===== config.mk =====
export PLATFORM = sky130hd
export DESIGN_NAME = fetch_decode_buf
export DESIGN_NICKNAME = d
export VERILOG_FILES = /design/src/rtl/fetch_decode_buf.sv
export SDC_FILE = /design/constraint.sdc
export NUM_CORES = 1
export LEC_CHECK = 0
export BUFFER_PORTS_ARGS = -buffer_cell sky130_fd_sc_hd__buf_4
export CELL_PAD_IN_SITES_DETAIL_PLACEMENT = 0
export CELL_PAD_IN_SITES_GLOBAL_PLACEMENT = 2
export CORE_UTILIZATION = 40
export CTS_CLUSTER_SIZE = 16
export DETAILED_ROUTE_END_ITERATION = 7
export GPL_TIMING_DRIVEN = 0
export PLACE_DENSITY = 0.81
export SYNTH_ARGS = -nofsm -noshare
export SYNTH_HDL_FRONTEND = slang
export SYNTH_SLANG_ARGS = --single-unit

===== constraint.sdc =====
create_clock -name clk -period 12.95 [get_ports clk]
set_input_delay 2.59 -clock clk [delete_from_list [all_inputs] [get_ports clk]]
set_output_delay 2.59 -clock clk [all_outputs]
set_load 0.1 [all_outputs]

===== src/rtl/fetch_decode_buf.sv =====
// Elastic fetch-to-decode buffer: DEPTH-entry circular FIFO of {instruction, address}
// with hold/flush masking and NOP bubbles. Optional misalignment tagging via FETCH_BUF_MISALIGN_CHK_EN.
module fetch_decode_buf #(
    parameter int              XLEN    = 32,
    parameter int              DEPTH   = 2,
    parameter logic [XLEN-1:0] NOP_INS = 32'h0000_0013
) (
    input  logic                       clk,
    input  logic                       rst,
    input  logic [XLEN-1:0]            ins_i,
    input  logic [XLEN-1:0]            ins_addr_i,
    input  logic                       in_valid_i,
    output logic                       in_ready_o,
    input  logic                       flush_i,
    input  logic                       hold_en,
    output logic [XLEN-1:0]            ins_o,
    output logic [XLEN-1:0]            ins_addr_o,
    output logic                       out_valid_o,
    input  logic                       out_ready_i,
`ifdef FETCH_BUF_MISALIGN_CHK_EN
    output logic [$clog2(DEPTH+1)-1:0] count_o,
    output logic                       misalign_o
`else
    output logic [$clog2(DEPTH+1)-1:0] count_o
`endif
);

    localparam int PW = $clog2(DEPTH);
    localparam int CW = $clog2(DEPTH+1);
    localparam logic [CW-1:0] FULL_C = CW'(DEPTH);

    logic [XLEN-1:0] ins_mem_r  [DEPTH];
    logic [XLEN-1:0] addr_mem_r [DEPTH];
    logic [PW-1:0]   wr_ptr_r;
    logic [PW-1:0]   rd_ptr_r;
    logic [CW-1:0]   count_r;

    logic            push_s;
    logic            pop_s;
    logic            in_ready_s;
    logic            out_valid_s;
    logic [XLEN-1:0] ins_wr_s;

`ifdef FETCH_BUF_MISALIGN_CHK_EN
    logic            mis_mem_r [DEPTH];
    logic            mis_wr_s;
`endif

    // Handshake qualification; ready never looks at out_ready_i so decode cannot reach fetch combinationally
    always_comb begin
        in_ready_s  = 1'b0;
        out_valid_s = 1'b0;
        push_s      = 1'b0;
        pop_s       = 1'b0;
        if (flush_i) begin
            in_ready_s  = 1'b0;
            out_valid_s = 1'b0;
        end else begin
            in_ready_s  = (count_r != FULL_C);
            out_valid_s = (count_r != {CW{1'b0}}) & ~hold_en;
        end
        push_s = in_valid_i & in_ready_s;
        pop_s  = out_valid_s & out_ready_i;
    end

    // Write data selection; misaligned fetches are replaced by a NOP and tagged
    always_comb begin
        ins_wr_s = ins_i;
`ifdef FETCH_BUF_MISALIGN_CHK_EN
        mis_wr_s = (ins_addr_i[1:0] != 2'b00);
        if (mis_wr_s) begin
            ins_wr_s = NOP_INS;
        end else begin
            ins_wr_s = ins_i;
        end
`endif
    end

    // Entry storage, written only on an accepted push
    always_ff @(posedge clk) begin
        if (push_s) begin
            ins_mem_r[wr_ptr_r]  <= ins_wr_s;
            addr_mem_r[wr_ptr_r] <= ins_addr_i;
`ifdef FETCH_BUF_MISALIGN_CHK_EN
            mis_mem_r[wr_ptr_r]  <= mis_wr_s;
`endif
        end
    end

    // Pointers and occupancy; flush realigns the read pointer onto the write pointer
    always_ff @(posedge clk) begin
        if (rst) begin
            wr_ptr_r <= {PW{1'b0}};
            rd_ptr_r <= {PW{1'b0}};
            count_r  <= {CW{1'b0}};
        end else if (flush_i) begin
            rd_ptr_r <= wr_ptr_r;
            count_r  <= {CW{1'b0}};
        end else begin
            if (push_s) begin
                wr_ptr_r <= wr_ptr_r + PW'(1);
            end
            if (pop_s) begin
                rd_ptr_r <= rd_ptr_r + PW'(1);
            end
            case ({push_s, pop_s})
                2'b10:   count_r <= count_r + CW'(1);
                2'b01:   count_r <= count_r - CW'(1);
                default: count_r <= count_r;
            endcase
        end
    end

    // Output presentation: a NOP bubble whenever the head is not offered
    always_comb begin
        in_ready_o  = in_ready_s;
        out_valid_o = out_valid_s;
        count_o     = count_r;
        if (out_valid_s) begin
            ins_o      = ins_mem_r[rd_ptr_r];
            ins_addr_o = addr_mem_r[rd_ptr_r];
        end else begin
            ins_o      = NOP_INS;
            ins_addr_o = {XLEN{1'b0}};
        end
`ifdef FETCH_BUF_MISALIGN_CHK_EN
        misalign_o = mis_mem_r[rd_ptr_r] & out_valid_s;
`endif
    end

endmodule


Word-level counts from Yosys, hierarchy flattened. Memories as Yosys holds them, arrays and structs flattened. A register that Yosys moved wholly into a read port is not among the register bits. Cells that the tools add are included.

Flip-flop bits (word level): 4. Memory bits (writable): 128. Bits of input ports: 70. Output and inout port bits: 68. Logic and storage cells: 35. Memories: 2.

$add $sub $neg: 4. Equal/unequal tests: 3. Mux-type cells: 13. Bitwise logic cells: 5. Reduce and logical (&&, ||, !) cells: 5.

Memories: addr_mem_r (depth 2, bits a word 32, rd ports 1, clocked after Yosys merged registers in 1, write ports 1, RTL line 33) `logic [XLEN-1:0] addr_mem_r [DEPTH];`; ins_mem_r (depth 2, bits a word 32, rd ports 1, clocked after Yosys merged registers in 1, write ports 1, RTL line 32) `logic [XLEN-1:0] ins_mem_r [DEPTH];`.

Operator list (number): 32-bit 2-to-1 mux (2); 1-bit 2-to-1 mux (10); 2-bit nonzero test (3); 2-bit case mux with 2 select lines (1); 1-bit bitwise AND (3); 1-bit adder, second input constant (2); 2-bit by 1-bit adder with 2-bit output, second input constant (1); 2-bit by 1-bit == test with 1-bit output, second input constant (1); 2-bit == test, second input constant (1); 2-bit inequality test, second input constant (1); 1-bit NOT (2); 2-bit AND reduction (1); 2-bit OR reduction (1); 2-bit by 1-bit subtractor with 2-bit output, second input constant (1).

Depth between registers and ports, before layout.
Depth in word-level cells: 8. Gate-level depth with buffers: 9. Mapped depth without buffers: 7.

Least setup slack after synthesis. No wires, ideal clock.

Path type: input -> register. From: input port flush_i. To: register wr_ptr_r. Setup time: 0.085 ns. Arrival: 9.652 ns. Required time: 12.865 ns. Setup slack: 3.213 ns. Stages: 3. Buffers on the path: 1. Cells stage by stage: buf_2 nor4_1 o21ba_2.

Cells in the longest elaborated chain, start to end: 3. Elaborated cells on any way between the ends: 4. Classes of those cells: mux: 1; bitwise: 2; reduce/logical: 1.

Ends and longest elaborated chain: start: declaration (RTL line 14) `input logic flush_i,`; 1-bit 2-to-1 mux (RTL line 55) `if (flush_i) begin`; 1-bit bitwise AND (RTL line 62) `push_s = in_valid_i & in_ready_s;`; 2-bit AND reduction (no source line) (*); end signal: assignment (RTL line 93) `wr_ptr_r <= {PW{1'b0}};`; end signal: assignment (RTL line 101) `wr_ptr_r <= wr_ptr_r + PW'(1);`; end: declaration (RTL line 34) `logic [PW-1:0] wr_ptr_r;`.

Mark *: on every way between the ends. The rest lies on a longest branch, timed or not. A chain may end at the register's enable or synchronous reset.

Worst setup path in the final report.
From: input port flush_i. To: output port ins_o[10].

Cells in the longest elaborated chain, start to end: 2.

Ends and longest elaborated chain: 1-bit 2-to-1 mux (RTL line 55); 32-bit 2-to-1 mux (RTL line 119) `if (out_valid_s) begin`; end: declaration (RTL line 16) `output logic [XLEN-1:0] ins_o,`.

No other way between the ends.

==> report_table.html <==
<table>
<tr><th>Metric</th><th>Value</th></tr>
<tr><th colspan="2">Synthesis</th></tr>
<tr><td>Synth Area in XOR/XNOR</td><td>0.332%</td></tr>
<tr><td>Fraction of synthesized area in multiplexers</td><td>12.1%</td></tr>
<tr><td>Dominant cells by area after synthesis</td><td>sky130_fd_sc_hd__edfxtp_1 73%, sky130_fd_sc_hd__mux2i_1 12%, sky130_fd_sc_hd__nor2_4 4.1%</td></tr>
<tr><td>Most used standard cell by instance count after synthesis</td><td>sky130_fd_sc_hd__edfxtp_1</td></tr>
<tr><td>Seq cells post-synth</td><td>133</td></tr>
<tr><td>Net count of the mapped netlist</td><td>372</td></tr>
<tr><td>Sequential element share of the synthesized area</td><td>74.7%</td></tr>
<tr><td>Mean Syn Cell Area</td><td>17.5 sq um</td></tr>
<tr><td>Main synth FF type</td><td>sky130_fd_sc_hd__edfxtp_1</td></tr>
<tr><td>Synth Instances</td><td>301</td></tr>
<tr><td>Mapped Area</td><td>5280 sq um</td></tr>
<tr><td>Yosys warns</td><td>0</td></tr>
<tr><td>Number of different library cells in the post-synthesis netlist</td><td>23</td></tr>
<tr><td>Yosys top cell by area</td><td>sky130_fd_sc_hd__edfxtp_1</td></tr>
<tr><td>Top cells by count, synth</td><td>128 x sky130_fd_sc_hd__edfxtp_1, 64 x sky130_fd_sc_hd__mux2i_1, 39 x sky130_fd_sc_hd__nor2_1, 19 x sky130_fd_sc_hd__nor2_4, 8 x sky130_fd_sc_hd__buf_2</td></tr>
<tr><td>Largest family of logic cells by synthesized area</td><td>multiplexers</td></tr>
<tr><td>Arithmetic-cell share of the synthesized area counting full adders, half adders and majority gates</td><td>0.237%</td></tr>
<tr><td>Fraction of the mapped netlist area in simple logic gates</td><td>8.66%</td></tr>
<tr><td>Compound-gate portion of the synthesized area</td><td>1.02%</td></tr>
<tr><td>Top cell type's share of synthesized area</td><td>72.8%</td></tr>
<tr><td>Share of flip-flops with an asynchronous set or reset</td><td>0%</td></tr>
<tr><td>Count of flip-flops with a built-in enable after synthesis</td><td>128</td></tr>
<tr><th colspan="2">Worst hold path</th></tr>
<tr><td>Source of the worst hold timing path</td><td>count_o[1]$_SDFFE_PP0P_</td></tr>
<tr><td>Worst hold path class</td><td>register to register</td></tr>
<tr><td>Count of cells along the worst hold path</td><td>2</td></tr>
<tr><td>Sink of the worst hold path</td><td>count_o[1]$_SDFFE_PP0P_</td></tr>
<tr><th colspan="2">Worst setup path</th></tr>
<tr><td>CP Buf/Inv Count</td><td>4</td></tr>
<tr><td>Top cell by count, worst path</td><td>sky130_fd_sc_hd__buf_6</td></tr>
<tr><td>Worst setup EP type</td><td>primary output</td></tr>
<tr><td>Worst flop-to-flop path endpoint</td><td>count_o[1]$_SDFFE_PP0P_</td></tr>
<tr><td>Arrival time of the worst setup path</td><td>3.91 ns</td></tr>
<tr><td>CP max stage delay</td><td>0.37 ns</td></tr>
<tr><td>Crit path max-delay family</td><td>buffers and inverters</td></tr>
<tr><td>Kind of start point of the critical path</td><td>input pin</td></tr>
<tr><td>Critical path, cell by cell</td><td>buf_2 &gt; or3_1 &gt; buf_6 &gt; buf_6 &gt; nor2_1 &gt; buf_4</td></tr>
<tr><td>Critical path type</td><td>input pin to primary output</td></tr>
<tr><td>CP Data Required Time</td><td>10.36 ns</td></tr>
<tr><td>Worst path slowest cell</td><td>sky130_fd_sc_hd__or3_1</td></tr>
<tr><td>Slack of the worst reg-to-reg path</td><td>10.75 ns</td></tr>
<tr><td>R2r worst-path depth</td><td>8</td></tr>
<tr><td>Largest fanout of any net on the critical path</td><td>10</td></tr>
<tr><td>Reg-to-Reg Start</td><td>count_o[0]$_SDFFE_PP0P_</td></tr>
<tr><th colspan="2">Detailed routing</th></tr>
<tr><td>WL final</td><td>9900 um</td></tr>
<tr><td>Number of remaining DRC errors</td><td>0</td></tr>
<tr><td>Detailed-route wire length per cell</td><td>15.0 um</td></tr>
<tr><td>Detailed-routed wire length on met3</td><td>848 um</td></tr>
<tr><td>Number of nets still failing antenna checks after routing</td><td>0</td></tr>
<tr><td>Routed length on met1</td><td>3890 um</td></tr>
<tr><td>Total number of vias</td><td>2973</td></tr>
<tr><td>Total length of routed met2 wires</td><td>4980 um</td></tr>
<tr><td>TritonRoute pass-1 iters</td><td>4</td></tr>
<tr><td>Highest metal layer with signal wires</td><td>met4</td></tr>
<tr><td>Number of DRC markers in iteration 0</td><td>159</td></tr>
<tr><td>Number of vias per cell</td><td>4.52</td></tr>
<tr><th colspan="2">Placed design</th></tr>
<tr><td>Global placer's final weighted congestion</td><td>0.674</td></tr>
<tr><td>Placed standard-cell area</td><td>6670 sq um</td></tr>
<tr><td>Placed cell count</td><td>627</td></tr>
<tr><td>Number of I/O port buffers</td><td>136</td></tr>
<tr><td>Post-detail-place hpwl</td><td>7160 um</td></tr>
<tr><th colspan="2">CTS</th></tr>
<tr><td>Clock tree from TritonCTS</td><td>done</td></tr>
<tr><td>Total clock buffers created by CTS</td><td>17</td></tr>
<tr><td>Clock slew seen by the registers of the worst setup and hold paths</td><td>0.05 ns</td></tr>
<tr><td>Post-CTS setup repair buffer count</td><td>0</td></tr>
<tr><td>Resized Gates After CTS</td><td>0</td></tr>
<tr><td>Clock Path Buffers</td><td>2</td></tr>
<tr><td>Clock Sink Count</td><td>133</td></tr>
<tr><td>Buffer type at the clock tree root</td><td>sky130_fd_sc_hd__clkbuf_16</td></tr>
<tr><td>Clock network latency to the later pin of the worst-skew pair</td><td>0.41 ns</td></tr>
<tr><td>CTS Hold Bufs</td><td>0</td></tr>
<tr><td>Deepest level of the CTS H-tree</td><td>4</td></tr>
<tr><th colspan="2">STA</th></tr>
<tr><td>Portion of the clock cycle consumed by the worst path in the final layout</td><td>50.2%</td></tr>
<tr><td>Fin. Hold Viols</td><td>0</td></tr>
<tr><td>Clock Skew</td><td>0.00872 ns</td></tr>
<tr><td>Final Max Slew Viols</td><td>0</td></tr>
<tr><td>Normalized max-slew margin</td><td>71.6%</td></tr>
<tr><td>Unrepaired setup endpoints after global routing</td><td>no</td></tr>
<tr><td>Final setup violation count</td><td>0</td></tr>
<tr><td>Clock period minus final worst setup slack</td><td>6.50 ns</td></tr>
<tr><td>Slew at the pin with the worst max-slew slack</td><td>0.422 ns</td></tr>
<tr><td>Achievable Freq</td><td>0.154 GHz</td></tr>
<tr><th colspan="2">Floorplanning</th></tr>
<tr><td>Area of the core region</td><td>12700 sq um</td></tr>
<tr><td>Die area</td><td>13700 sq um</td></tr>
<tr><td>Overall die height</td><td>117 um</td></tr>
<tr><td>Initial cell density of the core</td><td>41.5%</td></tr>
<tr><td>I/O pin cnt</td><td>138</td></tr>
<tr><td>Standard-cell rows</td><td>41</td></tr>
<tr><td>Die extent in x</td><td>117 um</td></tr>
<tr><th colspan="2">Layout</th></tr>
<tr><td>Summed area of non-filler cells in the final layout</td><td>7220 sq um</td></tr>
<tr><td>Post-layout nets</td><td>545</td></tr>
<tr><td>Final instance count without filler cells</td><td>658</td></tr>
<tr><td>ANT cells</td><td>0</td></tr>
<tr><td>Combined flip-flop and latch cell area</td><td>3940 sq um</td></tr>
<tr><td>Fill count</td><td>1067</td></tr>
<tr><td>Multi-input combinational cell area</td><td>1190 sq um</td></tr>
<tr><td>Layout cell share with drive strength beyond 1</td><td>45.5%</td></tr>
<tr><td>Area added between synthesis and finish</td><td>36.8%</td></tr>
<tr><th colspan="2">Global route</th></tr>
<tr><td>Pin count of the biggest net entering global routing</td><td>17</td></tr>
<tr><td>Total global routing track utilization</td><td>15.3%</td></tr>
<tr><td>Initial antenna violation count</td><td>0</td></tr>
<tr><td>Total gr overflow</td><td>0</td></tr>
<tr><td>Via count of the first global-routing pass</td><td>2923</td></tr>
<tr><td>Wire length of the first global-routing pass</td><td>14700 um</td></tr>
<tr><th colspan="2">Power</th></tr>
<tr><td>Maximum resistive drop on vdd</td><td>81.5 uV</td></tr>
<tr><td>Cell Pwr Density</td><td>140 nW/um^2</td></tr>
<tr><td>Leakage</td><td>2.71 nW</td></tr>
<tr><th colspan="2">Flow run</th></tr>
<tr><td>Max cap viols</td><td>0</td></tr>
<tr><th colspan="2">Status</th></tr>
<tr><td>Outcome</td><td>completed</td></tr>
</table>
worst reg2reg max path, cell delays in order (launching register included):
cell and delay (ns):
sky130_fd_sc_hd__dfxtp_1 0.42, sky130_fd_sc_hd__nor2_1 0.10, sky130_fd_sc_hd__or3_1 0.32, sky130_fd_sc_hd__buf_6 0.17, sky130_fd_sc_hd__buf_12 0.17, sky130_fd_sc_hd__nor2_2 0.09
sky130_fd_sc_hd__ha_1 0.26, sky130_fd_sc_hd__or3_1 0.37, sky130_fd_sc_hd__a211oi_1 0.23
cell type report:
type                            count  area share, %
Timing Repair Buffer              154           16.2
Clock inverter                     13           1.61
Tap cell                          172           2.98
Buffer                             15           1.89
Sequential cell                   133           54.6
Clock buffer                       18           5.95
Multi-Input combinational cell    149           16.5
Inverter                            4          0.208
worst max path at each step:
stage	start	end	slack (ns)	depth (start not counted)
global route	flush_i	ins_o[10]	6.41	6
floorplan	flush_i	wr_ptr_r$_SDFFE_PP0P_	3.21	3
detailed placement	flush_i	ins_o[10]	6.45	6
finish	flush_i	ins_o[10]	6.45	6
CTS	flush_i	ins_o[10]	6.45	6
global placement	flush_i	wr_ptr_r$_SDFFE_PP0P_	-0.50	3
registers in the layout, summed over array words and instances (netlist names), named ones only:
name / flops
ins_mem_r: 64
rd_ptr_r: 1
addr_mem_r: 64
wr_ptr_r: 1
count_o: 2
through the flow:
stage / setup slack, ns / hold slack [ns] / setup TNS [ns] / power (mW) / util (%)
floorplan: 3.21 / 0.553 / 0 / 0.549 / -
global placement: -0.497 / 0.506 / -24.46 / 0.578 / 51.2
detailed placement: 6.45 / 0.523 / 0 / 0.580 / 52.4
CTS: 6.45 / 0.532 / 0 / 1.02 / 56.7
global route: 6.41 / 0.579 / 0 / 1.04 / 56.7
finish: 6.45 / 0.537 / 0 / 1.01 / 56.7
layout by cell type, fill, tap and decap left out, drive strengths merged:
cell      Yosys  final
and2b         1      1
o31a          3      3
clkinvlp      0      2
a211oi        1      1
bufinv        0      2
or3           2      2
ha            1      1
inv           4      4
nor2         64     64
buf          15    169
nand2         4      4
o21ba         1      1
xor2          1      1
o21ai         1      1
mux2i        64     64
clkinv        0      9
edfxtp      128    128
xnor2         1      1
a21oi         1      1
nor4          3      3
nor3          1      1
clkbuf        0     18
dfxtp         5      5
power breakdown:
| group | switching, mW | internal (mW) | leakage [nW] | total (mW) |
|---|---|---|---|---|
| clock | 0.163 | 0.277 | 0.261 | 0.440 |
| sequential | 0.00319 | 0.488 | 1.22 | 0.491 |
| combinational | 0.0467 | 0.0322 | 1.24 | 0.0789 |
cell families after synthesis:
group                    after synthesis
AND/OR/NAND/NOR                       75
buffers and inverters                 19
multiplexers                          64
XOR/XNOR                               2
adder cells (fa/ha/maj)                1
AO/OA/AOI/OAI                          7
flip-flops                           133
per-layer routing:
metal,GRT usage [%],vias to the layer above
li1,-,1470
met1,15.7,1394
met2,25.9,98
met3,6.75,11
met4,8.86,0
met5,0,-
(Power assumes the default switching activity.)
